`src/rtl/fetch_unit_if.sv`:
```
// Fetch unit signal bundle: redirect input, instruction-memory bus and the
// decode-side instruction handshake. The master modport is the fetch unit.
interface fetch_unit_if #(
  parameter int ADDR_WIDTH = 32
);
  logic                  i_Redirect;
  logic [ADDR_WIDTH-1:0] i_RedirectAddress;
  logic                  o_MemReq;
  logic [ADDR_WIDTH-1:0] o_MemAddr;
  logic                  i_MemGrant;
  logic                  i_MemRespValid;
  logic [ADDR_WIDTH-1:0] i_MemRespData;
  logic                  i_MemRespError;
  logic                  o_InstrValid;
  logic [ADDR_WIDTH-1:0] o_InstrWord;
  logic [ADDR_WIDTH-1:0] o_InstrAddress;
  logic [1:0]            o_InstrFault;
  logic                  i_InstrReady;
  logic                  o_Halted;

  modport master (
    input  i_Redirect, i_RedirectAddress, i_MemGrant, i_MemRespValid,
           i_MemRespData, i_MemRespError, i_InstrReady,
    output o_MemReq, o_MemAddr, o_InstrValid, o_InstrWord, o_InstrAddress,
           o_InstrFault, o_Halted
  );

  modport slave (
    output i_Redirect, i_RedirectAddress, i_MemGrant, i_MemRespValid,
           i_MemRespData, i_MemRespError, i_InstrReady,
    input  o_MemReq, o_MemAddr, o_InstrValid, o_InstrWord, o_InstrAddress,
           o_InstrFault, o_Halted
  );
endinterface

```
`src/rtl/fetch_unit.sv`:
```
// Instruction-fetch front end: pipelined word requests, in-order responses
// buffered in a prefetch FIFO, redirect flush with response discard, and
// misaligned / bus-error fault reporting.
//
// state | meaning
// FETCH | issuing requests while request credit is available
// HALT  | fetch stopped after a fault; FIFO drains; left only by redirect/reset
module fetch_unit #(
  parameter int                    ADDR_WIDTH   = 32,
  parameter int                    DEPTH        = 4,
  parameter logic [ADDR_WIDTH-1:0] RESET_VECTOR = '0
) (
  input logic          i_Clock,
  input logic          i_Reset,
  fetch_unit_if.master bus
);

  localparam int PTR_W  = $clog2(DEPTH);
  localparam int CNT_W  = PTR_W + 1;
  // Discards can pile up over back-to-back redirects, so give headroom.
  localparam int DISC_W = CNT_W + 4;
  localparam logic [ADDR_WIDTH-1:0] STEP = ADDR_WIDTH'(4);
  localparam logic [1:0] FAULT_NONE = 2'b00;
  localparam logic [1:0] FAULT_MISALIGN = 2'b01;
  localparam logic [1:0] FAULT_BUS = 2'b10;

  typedef enum logic {FETCH, HALT} state_t;

  state_t                state, state_next;
  logic [CNT_W-1:0]      fifo_count, outstanding, out_after;
  logic [DISC_W-1:0]     discard;
  logic [PTR_W-1:0]      rd_ptr, wr_ptr;
  logic [ADDR_WIDTH-1:0] pc, resp_addr;
  logic [CNT_W:0]        in_flight;
  logic                  redirect, misaligned, credit_ok, grant;
  logic                  resp_drop, resp_take, bus_err, enq, deq, collapse, head_valid;

  logic [ADDR_WIDTH-1:0] word_mem  [DEPTH];
  logic [ADDR_WIDTH-1:0] addr_mem  [DEPTH];
  logic [1:0]            fault_mem [DEPTH];

  assign redirect   = bus.i_Redirect;
  assign misaligned = redirect && (bus.i_RedirectAddress[1:0] != 2'b00);
  assign in_flight  = {1'b0, fifo_count} + {1'b0, outstanding};
  assign credit_ok  = in_flight < (CNT_W+1)'(DEPTH);
  assign grant      = bus.o_MemReq && bus.i_MemGrant;
  assign resp_drop  = bus.i_MemRespValid && (discard != '0);
  assign resp_take  = bus.i_MemRespValid && (discard == '0);
  assign bus_err    = resp_take && bus.i_MemRespError && !redirect;
  assign enq        = resp_take && !redirect;
  assign head_valid = fifo_count != '0;
  assign deq        = head_valid && bus.i_InstrReady && !redirect;
  // Both a redirect and a bus error turn every still-outstanding request into a discard.
  assign collapse   = redirect || bus_err;
  assign out_after  = outstanding + CNT_W'(grant) - CNT_W'(resp_take);

  // Request gated by i_Reset so nothing is requested while reset is held.
  assign bus.o_MemReq       = i_Reset && (state == FETCH) && !redirect && credit_ok;
  assign bus.o_MemAddr      = pc;
  assign bus.o_Halted       = (state == HALT);
  assign bus.o_InstrValid   = head_valid;
  assign bus.o_InstrWord    = head_valid ? word_mem[rd_ptr]  : '0;
  assign bus.o_InstrAddress = head_valid ? addr_mem[rd_ptr]  : '0;
  assign bus.o_InstrFault   = head_valid ? fault_mem[rd_ptr] : FAULT_NONE;

  // State register.
  always_ff @(posedge i_Clock or negedge i_Reset) begin
    if (!i_Reset) state <= FETCH;
    else          state <= state_next;
  end

  // Next state: redirect wins over a same-cycle bus error.
  always_comb begin
    state_next = state;
    if (redirect)     state_next = misaligned ? HALT : FETCH;
    else if (bus_err) state_next = HALT;
  end

  // Counters, fetch/response address and FIFO pointers.
  always_ff @(posedge i_Clock or negedge i_Reset) begin
    if (!i_Reset) begin
      outstanding <= '0;
      discard     <= '0;
      pc          <= RESET_VECTOR;
      resp_addr   <= RESET_VECTOR;
      rd_ptr      <= '0;
      wr_ptr      <= '0;
      fifo_count  <= '0;
    end else begin
      discard     <= discard - DISC_W'(resp_drop) + (collapse ? DISC_W'(out_after) : '0);
      outstanding <= collapse ? '0 : out_after;
      if (redirect) begin
        pc         <= bus.i_RedirectAddress;
        resp_addr  <= bus.i_RedirectAddress;
        rd_ptr     <= '0;
        wr_ptr     <= misaligned ? PTR_W'(1) : '0;
        fifo_count <= misaligned ? CNT_W'(1) : '0;
      end else begin
        if (grant)     pc        <= pc + STEP;
        if (resp_take) resp_addr <= resp_addr + STEP;
        if (enq)       wr_ptr    <= wr_ptr + PTR_W'(1);
        if (deq)       rd_ptr    <= rd_ptr + PTR_W'(1);
        fifo_count <= fifo_count + CNT_W'(enq) - CNT_W'(deq);
      end
    end
  end

  // FIFO storage; a misaligned redirect plants its fault entry in slot 0.
  always_ff @(posedge i_Clock) begin
    if (misaligned) begin
      word_mem[0]  <= '0;
      addr_mem[0]  <= bus.i_RedirectAddress;
      fault_mem[0] <= FAULT_MISALIGN;
    end else if (enq) begin
      word_mem[wr_ptr]  <= bus.i_MemRespError ? '0 : bus.i_MemRespData;
      addr_mem[wr_ptr]  <= resp_addr;
      fault_mem[wr_ptr] <= bus.i_MemRespError ? FAULT_BUS : FAULT_NONE;
    end
  end

endmodule
```
`src/flat_wrapper.sv`:
```
// flat-port wrapper written by rule: the top's interface ports become plain ports
module fetch_unit_flat 
#(
  parameter int                    ADDR_WIDTH   = 32,
  parameter int                    DEPTH        = 4,
  parameter logic [ADDR_WIDTH-1:0] RESET_VECTOR = '0
)
  (i_Clock, i_Reset, bus_i_Redirect, bus_i_RedirectAddress, bus_i_MemGrant, bus_i_MemRespValid, bus_i_MemRespData, bus_i_MemRespError, bus_i_InstrReady, bus_o_MemReq, bus_o_MemAddr, bus_o_InstrValid, bus_o_InstrWord, bus_o_InstrAddress, bus_o_InstrFault, bus_o_Halted);
  fetch_unit_if #(.ADDR_WIDTH(ADDR_WIDTH)) bus_i ();
  input logic i_Clock;
  input logic i_Reset;
  input wire logic [$bits(bus_i.i_Redirect)-1:0] bus_i_Redirect;
  input wire logic [$bits(bus_i.i_RedirectAddress)-1:0] bus_i_RedirectAddress;
  input wire logic [$bits(bus_i.i_MemGrant)-1:0] bus_i_MemGrant;
  input wire logic [$bits(bus_i.i_MemRespValid)-1:0] bus_i_MemRespValid;
  input wire logic [$bits(bus_i.i_MemRespData)-1:0] bus_i_MemRespData;
  input wire logic [$bits(bus_i.i_MemRespError)-1:0] bus_i_MemRespError;
  input wire logic [$bits(bus_i.i_InstrReady)-1:0] bus_i_InstrReady;
  output wire logic [$bits(bus_i.o_MemReq)-1:0] bus_o_MemReq;
  output wire logic [$bits(bus_i.o_MemAddr)-1:0] bus_o_MemAddr;
  output wire logic [$bits(bus_i.o_InstrValid)-1:0] bus_o_InstrValid;
  output wire logic [$bits(bus_i.o_InstrWord)-1:0] bus_o_InstrWord;
  output wire logic [$bits(bus_i.o_InstrAddress)-1:0] bus_o_InstrAddress;
  output wire logic [$bits(bus_i.o_InstrFault)-1:0] bus_o_InstrFault;
  output wire logic [$bits(bus_i.o_Halted)-1:0] bus_o_Halted;
  assign bus_i.i_Redirect = bus_i_Redirect;
  assign bus_i.i_RedirectAddress = bus_i_RedirectAddress;
  assign bus_i.i_MemGrant = bus_i_MemGrant;
  assign bus_i.i_MemRespValid = bus_i_MemRespValid;
  assign bus_i.i_MemRespData = bus_i_MemRespData;
  assign bus_i.i_MemRespError = bus_i_MemRespError;
  assign bus_i.i_InstrReady = bus_i_InstrReady;
  assign bus_o_MemReq = bus_i.o_MemReq;
  assign bus_o_MemAddr = bus_i.o_MemAddr;
  assign bus_o_InstrValid = bus_i.o_InstrValid;
  assign bus_o_InstrWord = bus_i.o_InstrWord;
  assign bus_o_InstrAddress = bus_i.o_InstrAddress;
  assign bus_o_InstrFault = bus_i.o_InstrFault;
  assign bus_o_Halted = bus_i.o_Halted;
  fetch_unit #(.ADDR_WIDTH(ADDR_WIDTH), .DEPTH(DEPTH), .RESET_VECTOR(RESET_VECTOR)) u_core (.i_Clock(i_Clock), .i_Reset(i_Reset), .bus(bus_i));
endmodule
```
`config.mk`:
```
export PLATFORM = sky130hd
export DESIGN_NAME = fetch_unit_flat
export DESIGN_NICKNAME = d
export VERILOG_FILES = /design/src/rtl/fetch_unit_if.sv /design/src/rtl/fetch_unit.sv /design/src/flat_wrapper.sv
export SDC_FILE = /design/constraint.sdc
export NUM_CORES = 1
export LEC_CHECK = 0
export CAP_MARGIN = 20
export CORE_AREA = 8 8 176 178
export CTS_CLUSTER_SIZE = 30
export DETAILED_ROUTE_END_ITERATION = 6
export DIE_AREA = 0 0 184 186
export HOLD_SLACK_MARGIN = 0.05
export PLACE_DENSITY = 0.78
export SYNTH_ARGS = -nofsm -noshare
export SYNTH_HDL_FRONTEND = slang
export SYNTH_SLANG_ARGS = --single-unit
```
`constraint.sdc`:
```
create_clock -name i_Clock -period 9.65 [get_ports i_Clock]
set_input_delay 0.965 -clock i_Clock [delete_from_list [all_inputs] [get_ports i_Clock]]
set_output_delay 0.965 -clock i_Clock [all_outputs]
set_load 0.01 [all_outputs]
```
==> Word level (Yosys, flattened, before mapping) <==
Memories as Yosys holds them, arrays and structs flattened.
Index checks and enable logic that the tools add are counted.
{ "word_totals": {"register_bits": 82, "mem_bits_rw": 264, "output_inout_bits": 101, "elab_cells": 84, "n_memories": 3} }
{ "memory_table": {"columns": ["memory", "depth", "width", "rd", "rd_clocked_by_memory_dff", "wr", "line", "rtl"], "rows": [
  ["u_core.addr_mem", 4, 32, 1, 0, 1, "fetch_unit.sv:39", "logic [ADDR_WIDTH-1:0] addr_mem [DEPTH];"],
  ["u_core.word_mem", 4, 32, 1, 0, 1, "fetch_unit.sv:38", "logic [ADDR_WIDTH-1:0] word_mem [DEPTH];"],
  ["u_core.fault_mem", 4, 2, 1, 0, 1, "fetch_unit.sv:40", "logic [1:0] fault_mem [DEPTH];"]
]} }
{ "op_classes": {"n_addsub": 11, "order_cmp": 1, "muxes": 34, "bitwise_logic": 1, "reduce_logical": 26} }
{ "op_table": {"columns": ["operator", "count"], "rows": [
  ["$mux 32", 9],
  ["$add 32x3->32 const B", 2],
  ["$reduce_or 32->1", 2],
  ["$mux 2", 10],
  ["$logic_and 1x1->1", 12],
  ["$mux 1", 12],
  ["$reduce_bool 2->1", 6],
  ["$mux 3", 3],
  ["$add 7x7->7", 1],
  ["$logic_not 7->1", 1],
  ["$reduce_bool 7->1", 1],
  ["$sub 7x1->7", 1],
  ["$add 3x1->3", 2],
  ["$sub 3x1->3", 2],
  ["$add 2x1->2 const B", 2],
  ["$add 3x3->4", 1],
  ["$lt 4x3->1 const B", 1],
  ["$reduce_bool 3->1", 1],
  ["$reduce_or 2->1", 1],
  ["$logic_not 1->1", 1],
  ["$logic_or 1x1->1", 1],
  ["$not 1->1", 1]
]} }

==> Longest topological paths before layout <==
Gate-level depths: netlist (run 1).
{ "depth": {"depth_word": 9, "mapped_depth": 20, "depth_no_buf": 19} }

==> Worst setup path before layout (run 1) <==
No wires, ideal clock.
{ "synth_path": {"path_type": "input-to-reg", "from": "input port bus_i_Redirect", "to": "memory u_core.addr_mem[0][0], enable pin", "arrival_time_ns": 8.112, "required_ns": 8.980, "slack_ns": 0.868, "path_stages": 3, "path_buffers": 2, "cell_sequence": "clkbuf_1 -> clkbuf_1 -> o41ai_1"} }
{ "synth_via": {"elab_chain_len": 7} }
{ "synth_rtl": {"columns": ["item", "line", "rtl"], "rows": [
  ["from (decl)", "flat_wrapper.sv:12", "input wire logic [$bits(bus_i.i_Redirect)-1:0] bus_i_Redirect;"],
  ["$logic_not 1->1", "fetch_unit.sv:50", "assign enq = resp_take && !redirect;"],
  ["$logic_and 1x1->1", "fetch_unit.sv:50", null],
  ["$mux 1", "fetch_unit.sv:114", "end else if (enq) begin"],
  ["$mux 1", "fetch_unit.sv:110", "if (misaligned) begin"],
  ["$mux 1 (not written as such)", "fetch_unit.sv:116", "addr_mem[wr_ptr] <= resp_addr;"],
  ["$reduce_or 32->1 (no line)", null, null],
  ["$mux 2 (no line) / $mux 1 (equally long branches)", null, null],
  ["to (decl)", "fetch_unit.sv:39", null]
]} }
Several ways; a longest one is shown, not always the timed one.

==> Worst setup path after layout (run 1) <==
{ "layout_path": {"from": "input port bus_i_Redirect", "to": "register u_core.discard[5]"} }
{ "layout_via": {"elab_chain_len": 8} }
{ "layout_rtl": {"columns": ["item", "line", "rtl"], "rows": [
  ["$logic_not 1->1", "fetch_unit.sv:49, fetch_unit.sv:58", null],
  ["$logic_and 1x1->1 (2 in a row)", "fetch_unit.sv:58", "assign bus.o_MemReq = i_Reset && (state == FETCH) && !redirect && credit_ok;"],
  ["$logic_and 1x1->1", "fetch_unit.sv:46", "assign grant = bus.o_MemReq && bus.i_MemGrant;"],
  ["$add 3x1->3", "fetch_unit.sv:55", "assign out_after = outstanding + CNT_W'(grant) - CNT_W'(resp_take);"],
  ["$sub 3x1->3", "fetch_unit.sv:55", null],
  ["$mux 3 *", "fetch_unit.sv:90", "discard <= discard - DISC_W'(resp_drop) + (collapse ? DISC_W'(out_after) : '0);"],
  ["$add 7x7->7 *", "fetch_unit.sv:90", null],
  ["to (signal assigned)", "fetch_unit.sv:90", null],
  ["to (decl)", "fetch_unit.sv:31", "logic [DISC_W-1:0] discard;"]
]} }
Every way passes the cells marked *; elsewhere a longest branch is shown, timed or not.
A chain may end at the register's enable or synchronous reset.

==> results of run 1 <==
-- path summary, 6_finish.rpt --
path	endpoint	slack (ns)	cells after the start
max	u_core.discard[5]	5.22	17
max in group asynchronous	u_core.rd_ptr[0]	8.16	2
max reg2reg	u_core.discard[5]	5.53	16
min	u_core.bus.o_MemAddr[11]	0.41	1
min in group i_Clock	u_core.resp_addr[1]	0.54	2
min reg2reg	u_core.resp_addr[1]	0.54	2
-- power by group through the flow --
| stage | combinational [mW] | clock [mW] | sequential, mW |
|---|---|---|---|
| floorplan | 0.461 | 0 | 1.75 |
| global placement | 0.764 | 0 | 1.76 |
| detailed placement | 0.779 | 0 | 1.77 |
| CTS | 0.783 | 1.39 | 1.74 |
| global route | 0.852 | 1.45 | 1.75 |
| finish | 0.773 | 1.37 | 1.74 |
-- registers in the layout, summed over array words and instances (netlist names) --
name and count:
u_core.bus.o_Halted 1, u_core.fifo_count 3, u_core.bus.o_MemAddr 32, u_core.word_mem 128, u_core.discard 7, u_core.rd_ptr 2, u_core.outstanding 3, u_core.fault_mem 8
u_core.addr_mem 128, u_core.wr_ptr 2, u_core.resp_addr 32
-- cell type report --
| cell class | instances | area, sq um | area share, % |
|---|---|---|---|
| clock inverter | 17 | 199 | 1.07 |
| timing repair buffer | 186 | 1840 | 9.92 |
| sequential | 346 | 9980 | 53.8 |
| clock buffer | 46 | 970 | 5.23 |
| multi-input combinational | 628 | 4900 | 26.4 |
| tap | 384 | 480 | 2.59 |
| inverter | 45 | 169 | 0.911 |
-- per-stage QoR --
stage          hold WS [ns]  area [sq um]  setup slack (ns)
6_report              0.410         18500              5.22
5_1_grt               0.438         18500              4.84
4_1_cts               0.416         18500              5.20
3_5_place_dp          0.531         17300              4.69
3_3_place_gp          0.511         17300              4.77
2_1_floorplan         0.488         15300             0.868
-- metal layers --
layer,global-route usage (%),part of all wire [%],up-vias,routed length [microns]
li1,-,-,4319,-
met1,27.3,43,4735,14500
met2,33.2,48,349,16300
met3,4.31,7.5,53,2580
met4,5.42,2.1,0,733
met5,0,0,-,0
-- synthesized netlist by cell type (4+ instances only) --
cell type	number	share of area [%]
a21oi_1	9	0.30
a31oi_1	11	0.45
and2_1	104	4.3
and3_1	9	0.37
buf_1	10	0.25
buf_2	11	0.36
clkbuf_1	34	0.84
dfrtp_1	82	13
edfxtp_1	264	52
ha_1	18	1.5
inv_1	45	1.1
mux2_2	10	0.74
mux4_2	66	9.7
nand2_1	133	3.3
nand3_1	29	0.95
nand4_1	17	0.70
nor2_1	36	0.89
nor2b_1	4	0.16
nor3_1	18	0.59
nor4_1	5	0.21
nor4_2	4	0.33
o211ai_1	11	0.54
o21ai_0	53	1.7
o21ai_1	8	0.26
o311ai_0	7	0.40
xnor2_1	34	2.0
xor2_1	11	0.63
-- kinds of logic after synthesis --
kind of cell    count (synthesis)  synth area share [%]
simple gates                  372                  12.5
fa+ha+maj                      21                  1.87
flops                         346                  65.4
buf+inv                       101                  2.62
mux                            76                  10.5
xor+xnor                       45                  2.58
compound gates                114                  4.50
-- worst reg2reg max path, delay by kind of cell, from the launching register on --
| family | cells | cell delay (ns) |
|---|---|---|
| AOI/OAI and AO/OA | 4 | 0.66 |
| xor gates and xnor gates | 1 | 0.13 |
| adders and majority gates | 5 | 1.49 |
| buffers and inverters | 3 | 0.83 |
| DFF | 1 | 0.41 |
| and+or+nand+nor | 3 | 0.52 |
==> metrics.md, run 1 <==
| Metric | Value |
|---|---|
| Status | complete, no violations |
| Power Density | between 200 and 250 nW/um^2 |
| EDFF count, synth | 264 |
| Slew of the pin with the lowest slew margin | slightly above 1 ns |
| DRT Wirelength | between 30,000 and 40,000 microns |
| Die ar. | 34,200 sq um |
| Rel. slew slack | a little under a third |
| Setup TNS | 0 ns |
| Overall die width | about 180 microns |
| Post-CTS Setup Repair Bufs | 0 |
| Cell Chain, Critical Path | buf_2, buf_4, nor4b_1, nand4_1, buf_4, inv_1, ha_1, fa_1, nand2_1, ha_1, inv_1, ha_1, a21o_1, a21oi_1, o21bai_1, a21oi_1, xnor2_1 |
| Vias per cell | roughly 5.7 |
| Post-synthesis sequential area ratio | between 60% and 70% |
| Final core area utilization | around two thirds |
| Peak supply drop | ~0.00011 V |
| Critical Path Max Stage Delay | between 0.5 and 0.6 ns |
| RSZ-0062 raised after global routing | no |
| Clock network fraction of total power | 35.2% |
| Critical Path Start | bus_i_Redirect |
| Area Overhead vs Synth | 21.6% |
| Final Power | 3.88 mW |
| DRC viols | 0 |
| CP arrival | 4.85 ns |
| Routed wire per std cell | roughly 21 microns |
| Initial drt markers | 575 |
| Port Buf Inserts | 171 |
| CP delay by family, top | adder cells |
| Layout cells sized above 1 | around 13% |
| Pin count of the biggest net entering global routing | around 70 |
| Syn avg cell area | between 10 and 15 sq um |
| Synth Cell Area | 15,300 sq um |
| Combinational power share | approximately a fifth |
| Placed insts | roughly 1,600 |
| # IOs | 172 |
| Post-CTS Resized | 0 |
| Root Buffer Master | clkbuf_16 |
| Final hold violations | 0 |
| # clock sinks | roughly 350 |
| Vias in the first global route | around 9,700 |
| Fmax | roughly 230 MHz |
| #FFs+latches synth | 346 |
| Commonest non-fill, non-tap cell in the layout | edfxtp_1 |
| Reg clk slew, reported paths | about 0.070 ns |
| Sequential share of power | 44.8% |
| Setup violators final | 0 |
| Max Slew Vio Count | 0 |
| CTS H-tree lvls | 2 |
| Final net count | around 1,300 |
| Clk buf depth | 3 |
| Critical path startpoint category | input port |
| DIE HEIGHT | roughly 190 microns |
| Gate Count Post-Synth | approximately 1,100 |
| CP required | 10.08 ns |
| Drt pass-1 iters | 5 |
| Non-Filler Instances | approximately 1,700 |
| GRT Util Overall | a little over 20% |
| Clk_skew | about 0.017 ns |
| Hold_buf cts | 0 |
| Minimum clock period | about 4.4 ns |
| Starting density of the core | 54.0% |
| ANT nets after route | 0 |
| Rows | between 60 and 70 |
| Switch share | 25.0% |
| Psw | a little under 1 mW |
| # fillers | between 2,000 and 2,500 |
| Most frequent cells in the layout | 264 x edfxtp_1, 169 x clkdlybuf4s50_1, 133 x nand2_1, 104 x and2_1, 80 x dfrtp_1 |
| Synth Warn # | 0 |
| Crit-path slowest cell | buf_4 |
| Worst Path Class, Setup | input port to flip-flop |
| Via count | 9,456 |
| Num CTS Buffers | 35 |
| Worst min path class | input port to async pin |
| Crit end category | flip-flop |
| Yosys cell types | slightly below 50 |
| Syn nets | approximately 1,200 |
| First-pass GRT wire length | about 54,000 microns |
| Initial antenna violation count | 0 |
| Number of max-cap violations | 0 |
| Dominant synthesized flop cell | edfxtp_1 |
| Final worst path period share | between 40% and 50% |
| Gp weighted congestion | 0.863 |
| Pint | about 2.9 mW |
| Worst path buffer plus inverter count | 5 |
| CTS tree | yes |
| CP dominant cell by count | ha_1 |
| Area of the core | around 28,000 sq um |
| Grt ovf | 0 |
| R2R Path Start | u_core.fifo_count[2] |
| Worst skew pair latency | between 0.5 and 0.6 ns |
| CP Max Fanout | 71 |
| Leak | ~6.4 nW |
| Synth async-reset ratio | 23.7% |
| Post-DP HPWL | between 20,000 and 25,000 microns |
| # diodes | 0 |
Power figures use the tool's default switching activity.
==> run 2: changes to the inputs <==
--- a/config.mk
+++ b/config.mk
@@ -6,12 +6,12 @@
 export NUM_CORES = 1
 export LEC_CHECK = 0
 export CAP_MARGIN = 20
-export CORE_AREA = 8 8 176 178
+export CORE_AREA = 8 8 182 184
 export CTS_CLUSTER_SIZE = 30
 export DETAILED_ROUTE_END_ITERATION = 6
-export DIE_AREA = 0 0 184 186
+export DIE_AREA = 0 0 190 192
 export HOLD_SLACK_MARGIN = 0.05
-export PLACE_DENSITY = 0.78
+export PLACE_DENSITY = 0.76
 export SYNTH_ARGS = -nofsm -noshare
 export SYNTH_HDL_FRONTEND = slang
 export SYNTH_SLANG_ARGS = --single-unit
==> constraint.sdc (replaced) <==
create_clock -name i_Clock -period 3.6 [get_ports i_Clock]
set_input_delay 0.36 -clock i_Clock [delete_from_list [all_inputs] [get_ports i_Clock]]
set_output_delay 0.36 -clock i_Clock [all_outputs]
set_load 0.01 [all_outputs]
==> metrics.md, run 2 (same netlist as run 1, synthesis figures left out) <==
| Metric | Value |
|---|---|
| Critical path startpoint category | flip-flop |
| CP arrival | slightly below 4 ns |
| Root Buffer Master | clkbuf_16 |
| FF/Latch Area | 9980 sq um |
| Placed insts | about 1,600 |
| Final core area utilization | 62.5% |
| First-pass GRT wire length | 56,000 microns |
| Pin count of the biggest net entering global routing | a little over 70 |
| Rows | 64 |
| # clock sinks | around 350 |
| Num CTS Buffers | 37 |
| Gp weighted congestion | just under 0.9 |
| CP Max Fanout | 2 |
| # fillers | around 2,200 |
| Grt ovf | 0 |
| Status | complete, no violations |
| R2R Path Start | u_core.discard[4] |
| Worst skew pair latency | between 0.5 and 0.6 ns |
| Final hold violations | 0 |
| Clk buf depth | 3 |
| Worst r2r dst | u_core.discard[5] |
| Via count | 9,574 |
| Worst R2R Path Depth | 18 |
| Layout cells sized above 1 | 14.8% |
| Flop-to-flop setup slack | 0.09 ns |
| CTS tree | yes |
| Die ar. | between 30,000 and 40,000 sq um |
| DRC viols | 0 |
| Vias in the first global route | approximately 9,900 |
| Setup violators final | 0 |
| Worst min path class | input port to async pin |
| DP Worst Slack | -0.259 ns |
| Slew of the pin with the lowest slew margin | between 0.7 and 0.8 ns |
| Worst Path Class, Setup | flip-flop to flip-flop |
| Max Slew Vio Count | 0 |
| Critical Path Max Stage Delay | 0.55 ns |
| Port Buf Inserts | 171 |
| Final Power | around 11 mW |
| Area of the multi-input gates | between 4000 and 5000 sq um |
| Drt pass-1 iters | 5 |
| Clk_skew | between 0.02 and 0.025 ns |
| Setup slack after layout | roughly 0.086 ns |
| DIE HEIGHT | approximately 190 microns |
| Most frequent cells in the layout | 264 x edfxtp_1, 169 x clkdlybuf4s50_1, 132 x nand2_1, 104 x and2_1, 80 x dfrtp_1 |
| ANT nets after route | 0 |
| Final worst path period share | between 90% and 100% |
| CP required | 4.05 ns |
| Critical Path Sink | u_core.discard[5] |
| Rel. slew slack | 49.8% |
| Starting density of the core | between 50% and 60% |
| Cell Chain, Critical Path | inv_1, ha_2, and3b_1, nand2_1, inv_1, ha_1, inv_1, ha_1, fa_2, nand2_2, ha_4, inv_1, ha_1, a21o_1, a21oi_2, o21bai_1, a21oi_2, xnor2_1 |
| Reg clk slew, reported paths | about 0.06 ns |
| Final net count | approximately 1,400 |
| CTS H-tree lvls | 2 |
| Leak | 6.55 nW |
| Post-DP HPWL | 23,300 microns |
| # diodes | 0 |
| Area of the core | roughly 30,000 sq um |
| Power Density | around 560 nW/um^2 |
| Commonest non-fill, non-tap cell in the layout | edfxtp_1 |
| Number of max-cap violations | 0 |
| Crit-path slowest cell | fa_2 |
| Placed inst area | about 18,000 sq um |
| DRT Wirelength | approximately 35,000 microns |
| Initial antenna violation count | 0 |
| Area Overhead vs Synth | 23.7% |
| CP dominant cell by count | inv_1 |
| Initial drt markers | between 700 and 800 |
| Fmax | ~280 MHz |
| Top Registers | u_core.addr_mem x128, u_core.word_mem x128 |
| # IOs | around 170 |
| Vias per cell | 5.67 |
| GRT Util Overall | between 10% and 20% |
| Non-Filler Instances | 1,689 |
| Minimum clock period | approximately 3.5 ns |
| Peak supply drop | roughly 0.00035 V |
| Overall die width | roughly 190 microns |
| Design Area, Final | 18,900 sq um |
| Routed wire per std cell | approximately 21 microns |
| Crit end category | flip-flop |
| Critical Path Start | u_core.discard[4] |
[run 2: worst min-delay path by stage]
stage / from / endpoint / slack, ns / cells past startpoint
after detailed placement: i_Reset / u_core.bus.o_MemAddr[31] / 0.49 / 2
final: i_Reset / u_core.bus.o_MemAddr[22] / 0.49 / 3
after CTS: i_Reset / u_core.bus.o_Halted / 0.50 / 3
after global placement: i_Reset / u_core.bus.o_MemAddr[23] / 0.49 / 2
after global routing: i_Reset / u_core.bus.o_MemAddr[22] / 0.52 / 3
after floorplan: i_Reset / u_core.bus.o_Halted / 0.06 / 0
[run 2: worst max-delay path, delay by kind of cell, from the launching register on]
kind,cells,cell delay (ns)
buffers and inverters,4,0.22
DFF,1,0.34
AOI/OAI and AO/OA,4,0.61
xor gates and xnor gates,1,0.12
and+or+nand+nor,3,0.33
adders and majority gates,6,1.80
[run 2: repair_timing]
item                       in CTS  in global routing
setup endpoints to repair       0                  3
setup buffers                   0                  1
gates resized for setup         0                  9
hold endpoints to repair       38                  0
hold buffers                    1                  0
[run 2: final cells by class]
cell class,instances,area share (%)
clock buffers,49,5.53
well taps,396,2.63
clock inverters,18,0.928
inverters,45,0.895
flip-flops and latches,346,52.9
multi-input cells,628,26.3
repair buffers,207,10.9
[run 2: per-layer routing]
metal  track usage [%]  up-vias  wire [microns]
met2              32.3      421           17100
li1                  -     4360               -
met3              4.05       45            3090
met5                 0        -               0
met4              4.48        0             604
met1              26.4     4748           14700
[run 2: per-stage QoR]
step	TNS (ns)	hold WS, ns
after CTS	0	0.499
final	0	0.486
after global routing	-0.112	0.517
after detailed placement	-0.612	0.495
after floorplan	-60.57	0.0644
after global placement	-0.275	0.495
[run 2: power breakdown]
group | internal (mW) | switching (mW) | leakage (nW)
combinational | 1.21 | 0.993 | 2.74
clock | 2.26 | 1.49 | 0.592
sequential | 4.47 | 0.198 | 3.23
